## src/rtl/mem_access_unit.sv

```systemverilog
// MEM-stage load/store responder: drives a word-organised RAM bus with a ready
// handshake, aligns sub-word lanes, extends loads and stalls the pipeline meanwhile.
module mem_access_unit #(
    parameter int ADDR_WIDTH     = 32,
    parameter int DATA_WIDTH     = 32,
    parameter int TIMEOUT_CYCLES = 16
) (
    input  logic                  clk,
    input  logic                  rst,
    input  logic                  mem_read_flag,
    input  logic                  mem_write_flag,
    input  logic                  mem_sign_flag,
    input  logic [3:0]            mem_sel,
    input  logic [DATA_WIDTH-1:0] mem_write_data,
    input  logic [ADDR_WIDTH-1:0] mem_addr,
    output logic                  ram_en,
    output logic [3:0]            ram_write_en,
    output logic [ADDR_WIDTH-1:0] ram_addr,
    output logic [DATA_WIDTH-1:0] ram_write_data,
    input  logic                  ram_ready,
    input  logic [DATA_WIDTH-1:0] ram_read_data,
    output logic [DATA_WIDTH-1:0] load_data,
    output logic                  load_valid,
    output logic                  stall_request,
    output logic                  misaligned_error,
    output logic                  bus_error
);

    localparam int CNT_W = (TIMEOUT_CYCLES > 1) ? $clog2(TIMEOUT_CYCLES) : 1;
    localparam logic [CNT_W-1:0] CNT_LAST = CNT_W'(TIMEOUT_CYCLES - 1);

    typedef enum logic [1:0] {S_IDLE, S_BUSY, S_DONE} state_t;
    typedef enum logic [1:0] {SZ_BYTE, SZ_HALF, SZ_WORD} size_t;

    state_t                state_q, state_d;
    logic                  ram_en_q, ram_en_d;
    logic [3:0]            ram_write_en_q, ram_write_en_d;
    logic [ADDR_WIDTH-1:0] ram_addr_q, ram_addr_d;
    logic [DATA_WIDTH-1:0] ram_write_data_q, ram_write_data_d;
    logic [DATA_WIDTH-1:0] load_data_q, load_data_d;
    logic                  load_valid_q, load_valid_d;
    logic                  misaligned_error_q, misaligned_error_d;
    logic                  bus_error_q, bus_error_d;
    logic [CNT_W-1:0]      cnt_q, cnt_d;
    logic                  is_load_q, is_load_d;
    logic                  sign_q, sign_d;
    size_t                 size_q, size_d;
    logic [1:0]            lane_q, lane_d;

    logic sel_byte, sel_half, sel_word, req, aligned, timeout_hit;
    logic [7:0]            lane_byte;
    logic [15:0]           lane_half;
    logic [DATA_WIDTH-1:0] load_ext;

    assign sel_byte    = (mem_sel == 4'b0001);
    assign sel_half    = (mem_sel == 4'b0011);
    assign sel_word    = (mem_sel == 4'b1111);
    assign req         = (mem_read_flag | mem_write_flag) & (sel_byte | sel_half | sel_word);
    assign aligned     = sel_byte | (sel_half & ~mem_addr[0]) | (sel_word & (mem_addr[1:0] == 2'b00));
    assign timeout_hit = (cnt_q == CNT_LAST);

    always_ff @(posedge clk) begin
        if (rst) begin
            state_q            <= S_IDLE;
            ram_en_q           <= 1'b0;
            ram_write_en_q     <= '0;
            ram_addr_q         <= '0;
            ram_write_data_q   <= '0;
            load_data_q        <= '0;
            load_valid_q       <= 1'b0;
            misaligned_error_q <= 1'b0;
            bus_error_q        <= 1'b0;
            cnt_q              <= '0;
            is_load_q          <= 1'b0;
            sign_q             <= 1'b0;
            size_q             <= SZ_BYTE;
            lane_q             <= '0;
        end else begin
            state_q            <= state_d;
            ram_en_q           <= ram_en_d;
            ram_write_en_q     <= ram_write_en_d;
            ram_addr_q         <= ram_addr_d;
            ram_write_data_q   <= ram_write_data_d;
            load_data_q        <= load_data_d;
            load_valid_q       <= load_valid_d;
            misaligned_error_q <= misaligned_error_d;
            bus_error_q        <= bus_error_d;
            cnt_q              <= cnt_d;
            is_load_q          <= is_load_d;
            sign_q             <= sign_d;
            size_q             <= size_d;
            lane_q             <= lane_d;
        end
    end

    always_comb begin
        state_d = state_q;
        case (state_q)
            S_IDLE:  if (req && aligned) state_d = S_BUSY;
            S_BUSY:  if (ram_ready || timeout_hit) state_d = S_DONE;
            S_DONE:  state_d = S_IDLE;
            default: state_d = S_IDLE;
        endcase
    end

    always_comb begin
        lane_byte = ram_read_data[{lane_q, 3'b000} +: 8];
        lane_half = ram_read_data[{lane_q[1], 4'b0000} +: 16];
        case (size_q)
            SZ_BYTE: load_ext = {{(DATA_WIDTH-8){sign_q & lane_byte[7]}}, lane_byte};
            SZ_HALF: load_ext = {{(DATA_WIDTH-16){sign_q & lane_half[15]}}, lane_half};
            default: load_ext = ram_read_data;
        endcase
    end

    always_comb begin
        ram_en_d           = ram_en_q;
        ram_write_en_d     = ram_write_en_q;
        ram_addr_d         = ram_addr_q;
        ram_write_data_d   = ram_write_data_q;
        load_data_d        = load_data_q;
        load_valid_d       = 1'b0;
        misaligned_error_d = 1'b0;
        bus_error_d        = 1'b0;
        cnt_d              = cnt_q;
        is_load_d          = is_load_q;
        sign_d             = sign_q;
        size_d             = size_q;
        lane_d             = lane_q;
        case (state_q)
            S_IDLE: begin
                cnt_d = '0;
                if (req && aligned) begin
                    // read wins when both flags are set
                    is_load_d  = mem_read_flag;
                    sign_d     = mem_sign_flag;
                    lane_d     = mem_addr[1:0];
                    size_d     = sel_byte ? SZ_BYTE : (sel_half ? SZ_HALF : SZ_WORD);
                    ram_en_d   = 1'b1;
                    ram_addr_d = {mem_addr[ADDR_WIDTH-1:2], 2'b00};
                    if (sel_byte) begin
                        ram_write_data_d = {4{mem_write_data[7:0]}};
                        ram_write_en_d   = 4'b0001 << mem_addr[1:0];
                    end else if (sel_half) begin
                        ram_write_data_d = {2{mem_write_data[15:0]}};
                        ram_write_en_d   = mem_addr[1] ? 4'b1100 : 4'b0011;
                    end else begin
                        ram_write_data_d = mem_write_data;
                        ram_write_en_d   = 4'b1111;
                    end
                    if (mem_read_flag) ram_write_en_d = 4'b0000;
                end else if (req) begin
                    misaligned_error_d = 1'b1;
                end
            end
            S_BUSY: begin
                if (ram_ready) begin
                    ram_en_d       = 1'b0;
                    ram_write_en_d = 4'b0000;
                    cnt_d          = '0;
                    if (is_load_q) begin
                        load_data_d  = load_ext;
                        load_valid_d = 1'b1;
                    end
                end else if (timeout_hit) begin
                    ram_en_d       = 1'b0;
                    ram_write_en_d = 4'b0000;
                    cnt_d          = '0;
                    bus_error_d    = 1'b1;
                end else begin
                    cnt_d = cnt_q + 1'b1;
                end
            end
            default: ;
        endcase
    end

    assign ram_en           = ram_en_q;
    assign ram_write_en     = ram_write_en_q;
    assign ram_addr         = ram_addr_q;
    assign ram_write_data   = ram_write_data_q;
    assign load_data        = load_data_q;
    assign load_valid       = load_valid_q;
    assign misaligned_error = misaligned_error_q;
    assign bus_error        = bus_error_q;
    assign stall_request    = ((state_q == S_IDLE) && req && aligned) || (state_q == S_BUSY);

endmodule

```

## config.mk

```make
export PLATFORM = sky130hd
export DESIGN_NAME = mem_access_unit
export DESIGN_NICKNAME = d
export VERILOG_FILES = /design/src/rtl/mem_access_unit.sv
export SDC_FILE = /design/constraint.sdc
export NUM_CORES = 1
export LEC_CHECK = 0
export ABC_CLOCK_PERIOD_IN_PS = 2100
export CORE_ASPECT_RATIO = 0.5
export CORE_MARGIN = 1.5
export CORE_UTILIZATION = 39
export CTS_BUF_LIST = sky130_fd_sc_hd__clkbuf_16
export CTS_CLUSTER_DIAMETER = 150
export DETAILED_ROUTE_END_ITERATION = 10
export MAX_ROUTING_LAYER = met4
export PLACE_DENSITY = 0.76
export SKIP_LAST_GASP = 1
export SYNTH_ARGS = -nofsm -noshare
export SYNTH_HDL_FRONTEND = slang
export SYNTH_SLANG_ARGS = --single-unit
```

## constraint.sdc

```tcl
create_clock -name clk -period 2.1 [get_ports clk]
set_input_delay 0.42 -clock clk [delete_from_list [all_inputs] [get_ports clk]]
set_output_delay 0.42 -clock clk [all_outputs]
set_load 0.005 [all_outputs]
```

-- Word-level counts from Yosys, hierarchy flattened
Index checks and enable logic that the tools add are counted.
- add/sub/neg operators: 1
- equal/unequal tests: 9
- shifts and indexed selects: 3
- mux-type cells: 26
- bitwise operators: 14
- reduce and logical (&&, ||, !) cells: 16
- operators with widths (kind ; number):
    $mux W32 ; 2
    $pmux W32 S2 ; 1
    $mux W4 ; 9
    $shiftx A32 B6 Y16 ; 1
    $shiftx A32 B6 Y8 ; 1
    $pmux W4 S2 ; 2
    $reduce_or A3 Y1 ; 3
    $eq A4 B4 Y1 const B ; 2
    $mux W2 ; 4
    $logic_not A2 Y1 ; 3
    $mux W1 ; 6
    $reduce_and A3 Y1 ; 2
    $and A1 B1 Y1 ; 5
    $or A1 B1 Y1 ; 5
    $add A4 B1 Y4 const B ; 1
    $eq A2 B1 Y1 const B ; 2
    $eq A4 B1 Y1 const B ; 1
    $eq A4 B2 Y1 const B ; 1
    $ne A2 B2 Y1 const B ; 2
    $not A1 Y1 ; 4
    $pmux W2 S2 ; 1
    $reduce_and A2 Y1 ; 2
    $shl A1 B2 Y4 const A ; 1
    $logic_and A1 B1 Y1 ; 3
    4 further kinds ; 5
- register bits: 114
- input port bits: 106
- output and inout port bits: 105
- word-level logic and storage cells: 83

-- Logic depth before layout (Yosys ltp)
- depth in word-level cells: 7
- mapped depth: 7
- mapped depth without buffers: 5

-- Worst setup path after synthesis
OpenSTA, ideal clock, no wires.
- path kind: input to output
- start point: input port mem_sel[1]
- end point: output port stall_request
- arrival time: 1628 ps
- data required time: 1680 ps
- setup slack: 52 ps
- stages on the path: 5
- path buffers: 1
- path through: buf_2 nand3_1 a2111oi_4 nand2_1 nand2_1
- cells in the longest elaborated chain, start to end: 7
- elaborated cells between the ends (all ways): 13
- classes of those cells: eq/ne (3); bitwise (7); reduce/logical (3)
- ends and longest elaborated chain (item ; RTL line ; source):
    start: declaration ; 13 ; input logic [3:0] mem_sel,
    $eq A4 B1 Y1 or $eq A4 B2 Y1 (tied branches) ; 55, 56 ;
    $or A1 B1 Y1 (2 in a row) ; 58 ; assign req = (mem_read_flag | mem_write_flag) & (sel_byte | sel_half | sel_word);
    $and A1 B1 Y1 ; 58 ;
    $logic_and A1 B1 Y1 ; 186 ; assign stall_request = ((state_q == S_IDLE) && req && aligned) || (state_q == S_BUSY);
    $logic_and A1 B1 Y1 (*) ; 186 ;
    $logic_or A1 B1 Y1 (*) ; 186 ;
    end: declaration ; 24 ; output logic stall_request,
Mark *: on every way between the ends. The rest lies on a longest branch, timed or not.

-- Final worst setup path
- start point: input port mem_sel[2]
- end point: register ram_write_data_q[27] (netlist: ram_write_data[27])
- cells in the longest elaborated chain, start to end: 6
- elaborated cells between the ends (all ways): 14
- classes of those cells: eq/ne (3); mux (2); bitwise (7); reduce/logical (2)
- ends and longest elaborated chain (item ; RTL line ; source):
    $eq A4 B1 Y1 or $eq A4 B2 Y1 (tied branches) ; 55, 56 ;
    $or A1 B1 Y1 or $and A1 B1 Y1 (tied branches) ; 58, 59 ;
    $or A1 B1 Y1 (on tied branches) ; 58, 59 ;
    $and A1 B1 Y1 or $or A1 B1 Y1 (tied branches) ; 58, 59 ;
    $logic_and A1 B1 Y1 ; 133 ; if (req && aligned) begin
    $reduce_and A2 Y1 (no source line) ; - ;
    end signal: assignment ; 83 ; ram_write_data_q <= ram_write_data_d;
    end: declaration ; 39 ; logic [DATA_WIDTH-1:0] ram_write_data_q, ram_write_data_d;
Several ways; a longest one is shown, not always the timed one.
A chain may end at the register's enable or synchronous reset.

==> results.md <==
* Asr flop ratio synth at 0
* Top area cells in the synthesized netlist: dfxtp_1 43%, a21oi_1 7.0%, o21ai_0 5.8%, mux2i_1 5.3%, a211oi_1 4.8%
* Worst ir drop on vdd at 0.401 mV
* Die height at 85.2 µm
* Crit path max-delay cell type: a2111oi_4
* Leak at 2.90 nW
* Top delay family on crit path: buffers and inverters
* Area leader, netlist: dfxtp_1
* Crit path DAT at 2360 ps
* Core region area at 12900 µm²
* PwrDens at 678 nW/µm²
* TritonCTS Sinks at 114
* CP required at 2410 ps
* Area growth, synth to finish at 60.1%
* WL final at 17.8 mm
* Ys flop type: dfxtp_1
* Final hold viol count at 0
* Syn_area_per_cell at 8.48 µm²
* Initial drt markers at 514
* Netlist Area Pre-Place at 5270 µm²
* Die width at 167 µm
* DR vias at 5751
* Status: completed
* Crit path kind: input pin to flop
* CTS tree: yes
* Slew @ Worst Pin at 651 ps
* DRC at 0
* Most common cell in the netlist: dfxtp_1
* First-pass GRT wire length at 27.9 mm
* Number of max-cap violations at 0
* Final WS setup at 48.3 ps
* Routability-driven placement congestion ratio at 0.879
* CTS Buffer Depth at 2
* Tot Pwr at 0.00572 W
* # rows at 29
* Register area share after synthesis at 0.433
* Via density at 5.57
* Vias in the first global route at 5392
* CTS Buf Count at 17
* Hold_ws at 347 ps
* Nets at 957
* Maximum clock rate at 487 MHz
* Die Area at 14300 µm²
* Max-slew violations at 0
* Fin Clk Skew at 7.01 ps
* TritonRoute pass-1 iters at 6
* Worst hold path class: input pin to flop
* Critical-path cell list: clkdlybuf4s15_2 > or2_4 > a2111oi_4 > nand2_1 > buf_4 > buf_4 > buf_4 > buf_4 > buf_4 > buf_4 > a31o_2
* Post-synth top cells: 114 x dfxtp_1, 74 x a21oi_1, 61 x o21ai_0
* Post-synth EDFFs at 0
* Worst-skew pair later-pin latency at 420 ps
* # hold bufs at CTS at 0
* Post-DP HPWL at 12.4 mm
* Fin crit period at 2050 ps
* Critical path peak fanout at 9
* Port bufs at 208
* Crit end category: flop
* Crit share post-route at 0.977
* Startpoint class of the critical path: input pin
* YS warnings at 0
* Avg WL per Cell at 17.3 µm
* Global Route Usage Sum at 0.256
* I/O pin count at 211
* # diodes at 0
* Largest net degree at the start of global routing at 62
* Max-slew headroom at 0.566
* Register bit total from synthesis at 114
* Total negative setup slack at 0 ps
* Final Setup Violations at 0
* Yosys top cell area share at 0.433
* Proportion of layout cells with a drive suffix above 1 at 0.160
* CP dominant cell by count: buf_4
* Clock-pin slew on the worst setup and hold paths at 60 ps
* Root Buffer: clkbuf_16
* Unrepaired setup endpoints after global routing: false
* Max stage delay on crit path at 310 ps
* Antenna Nets Post-Route at 0
* H-tree depth at 4
* Initial antenna violation count at 0
* Starting Density at 0.408
* Setup slack at placement at -552 ps
* Total grt overflow at 0
* Buf/Inv on CP at 7
* Synth Instances at 622
* Distinct cells, synth at 52
## sequential cells by signal (all words and copies together), names as in the netlist
| register | cells |
|---|---|
| bus_error | 1 |
| cnt_q | 4 |
| is_load_q | 1 |
| lane_q | 2 |
| load_data | 32 |
| load_valid | 1 |
| misaligned_error | 1 |
| ram_addr | 30 |
| ram_en | 1 |
| ram_write_data | 32 |
| ram_write_en | 4 |
| sign_q | 1 |
| size_q | 2 |
| state_q | 2 |
## final timing paths
kind / start / end / slack (ps) / cells past startpoint
min reg2reg: load_data[9]$_SDFFE_PP0P_ / load_data[9]$_SDFFE_PP0P_ / 460 / 2
min: rst / is_load_q$_SDFFE_PP0P_ / 350 / 2
max: mem_sel[2] / ram_write_data[27]$_SDFFE_PP0P_ / 50 / 11
max reg2reg: state_q[1]$_SDFFE_PP0P_ / ram_write_data[27]$_SDFFE_PP0P_ / 80 / 9
## final cells by class
cell class,count,area (µm²)
repair buffers,270,2590
clock buffers,17,425
multi-input cells,442,2760
flip-flops and latches,114,2280
well taps,170,213
clock inverters,15,159
fillers,1040,4480
inverters,5,18.8
## layout by cell type, fill, tap and decap left out, drive strengths merged, types with 10 or more instances in the layout
cell,n
o21ai,62
clkdlybuf4s50,200
nor2b,13
nand3,44
nor4,10
nand2,44
nor2,45
a21oi,74
clkbuf,18
a211oi,34
buf,64
mux2i,28
dfxtp,114
## worst reg2reg max path, delay by kind of cell (launching register included)
family,cells,cell delay [ps]
buf+inv,6,790
compound gates,2,620
flops,1,400
simple gates,1,110
## per-stage QoR
step	std cells	cell area, µm²	utilization
6_report	1033	8440	0.654
5_1_grt	1033	8440	0.654
4_1_cts	1033	8440	0.653
3_5_place_dp	994	7790	0.603
3_3_place_gp	994	7790	0.603
2_1_floorplan	623	5280	-
## kinds of logic (layout without fill, tap and decap cells)
kind of cell	after synthesis	after routing	share of synthesized area
buf+inv	67	307	0.0515
fa+ha+maj	1	1	0.00237
simple gates	184	184	0.172
mux	37	37	0.0745
flops	114	114	0.433
compound gates	218	218	0.266
other cells	1	2	0.000711
## where the power goes
group | internal [W] | total, W | switching [W]
clock network | 0.00175 | 0.00287 | 0.00112
registers | 0.00219 | 0.00220 | 0.0000145
logic | 0.000350 | 0.000654 | 0.000304
total | 0.00429 | 0.00572 | 0.00144
## per-layer routing
layer,part of all wire,wire length [µm],track usage,up-vias
met5,0,0,-,-
met1,0.43,7720,0.313,2724
li1,-,-,-,2751
met4,0.023,414,0.0958,0
met3,0.071,1270,0.0606,37
met2,0.47,8440,0.415,239
## repair_timing
item                                    4_1_cts  5_1_grt
endpoints found under the setup margin       53       34
buffers inserted                              9        0
resized for setup                            19        4
pin swaps                                     4        2
Power figures use the tool's default switching activity.
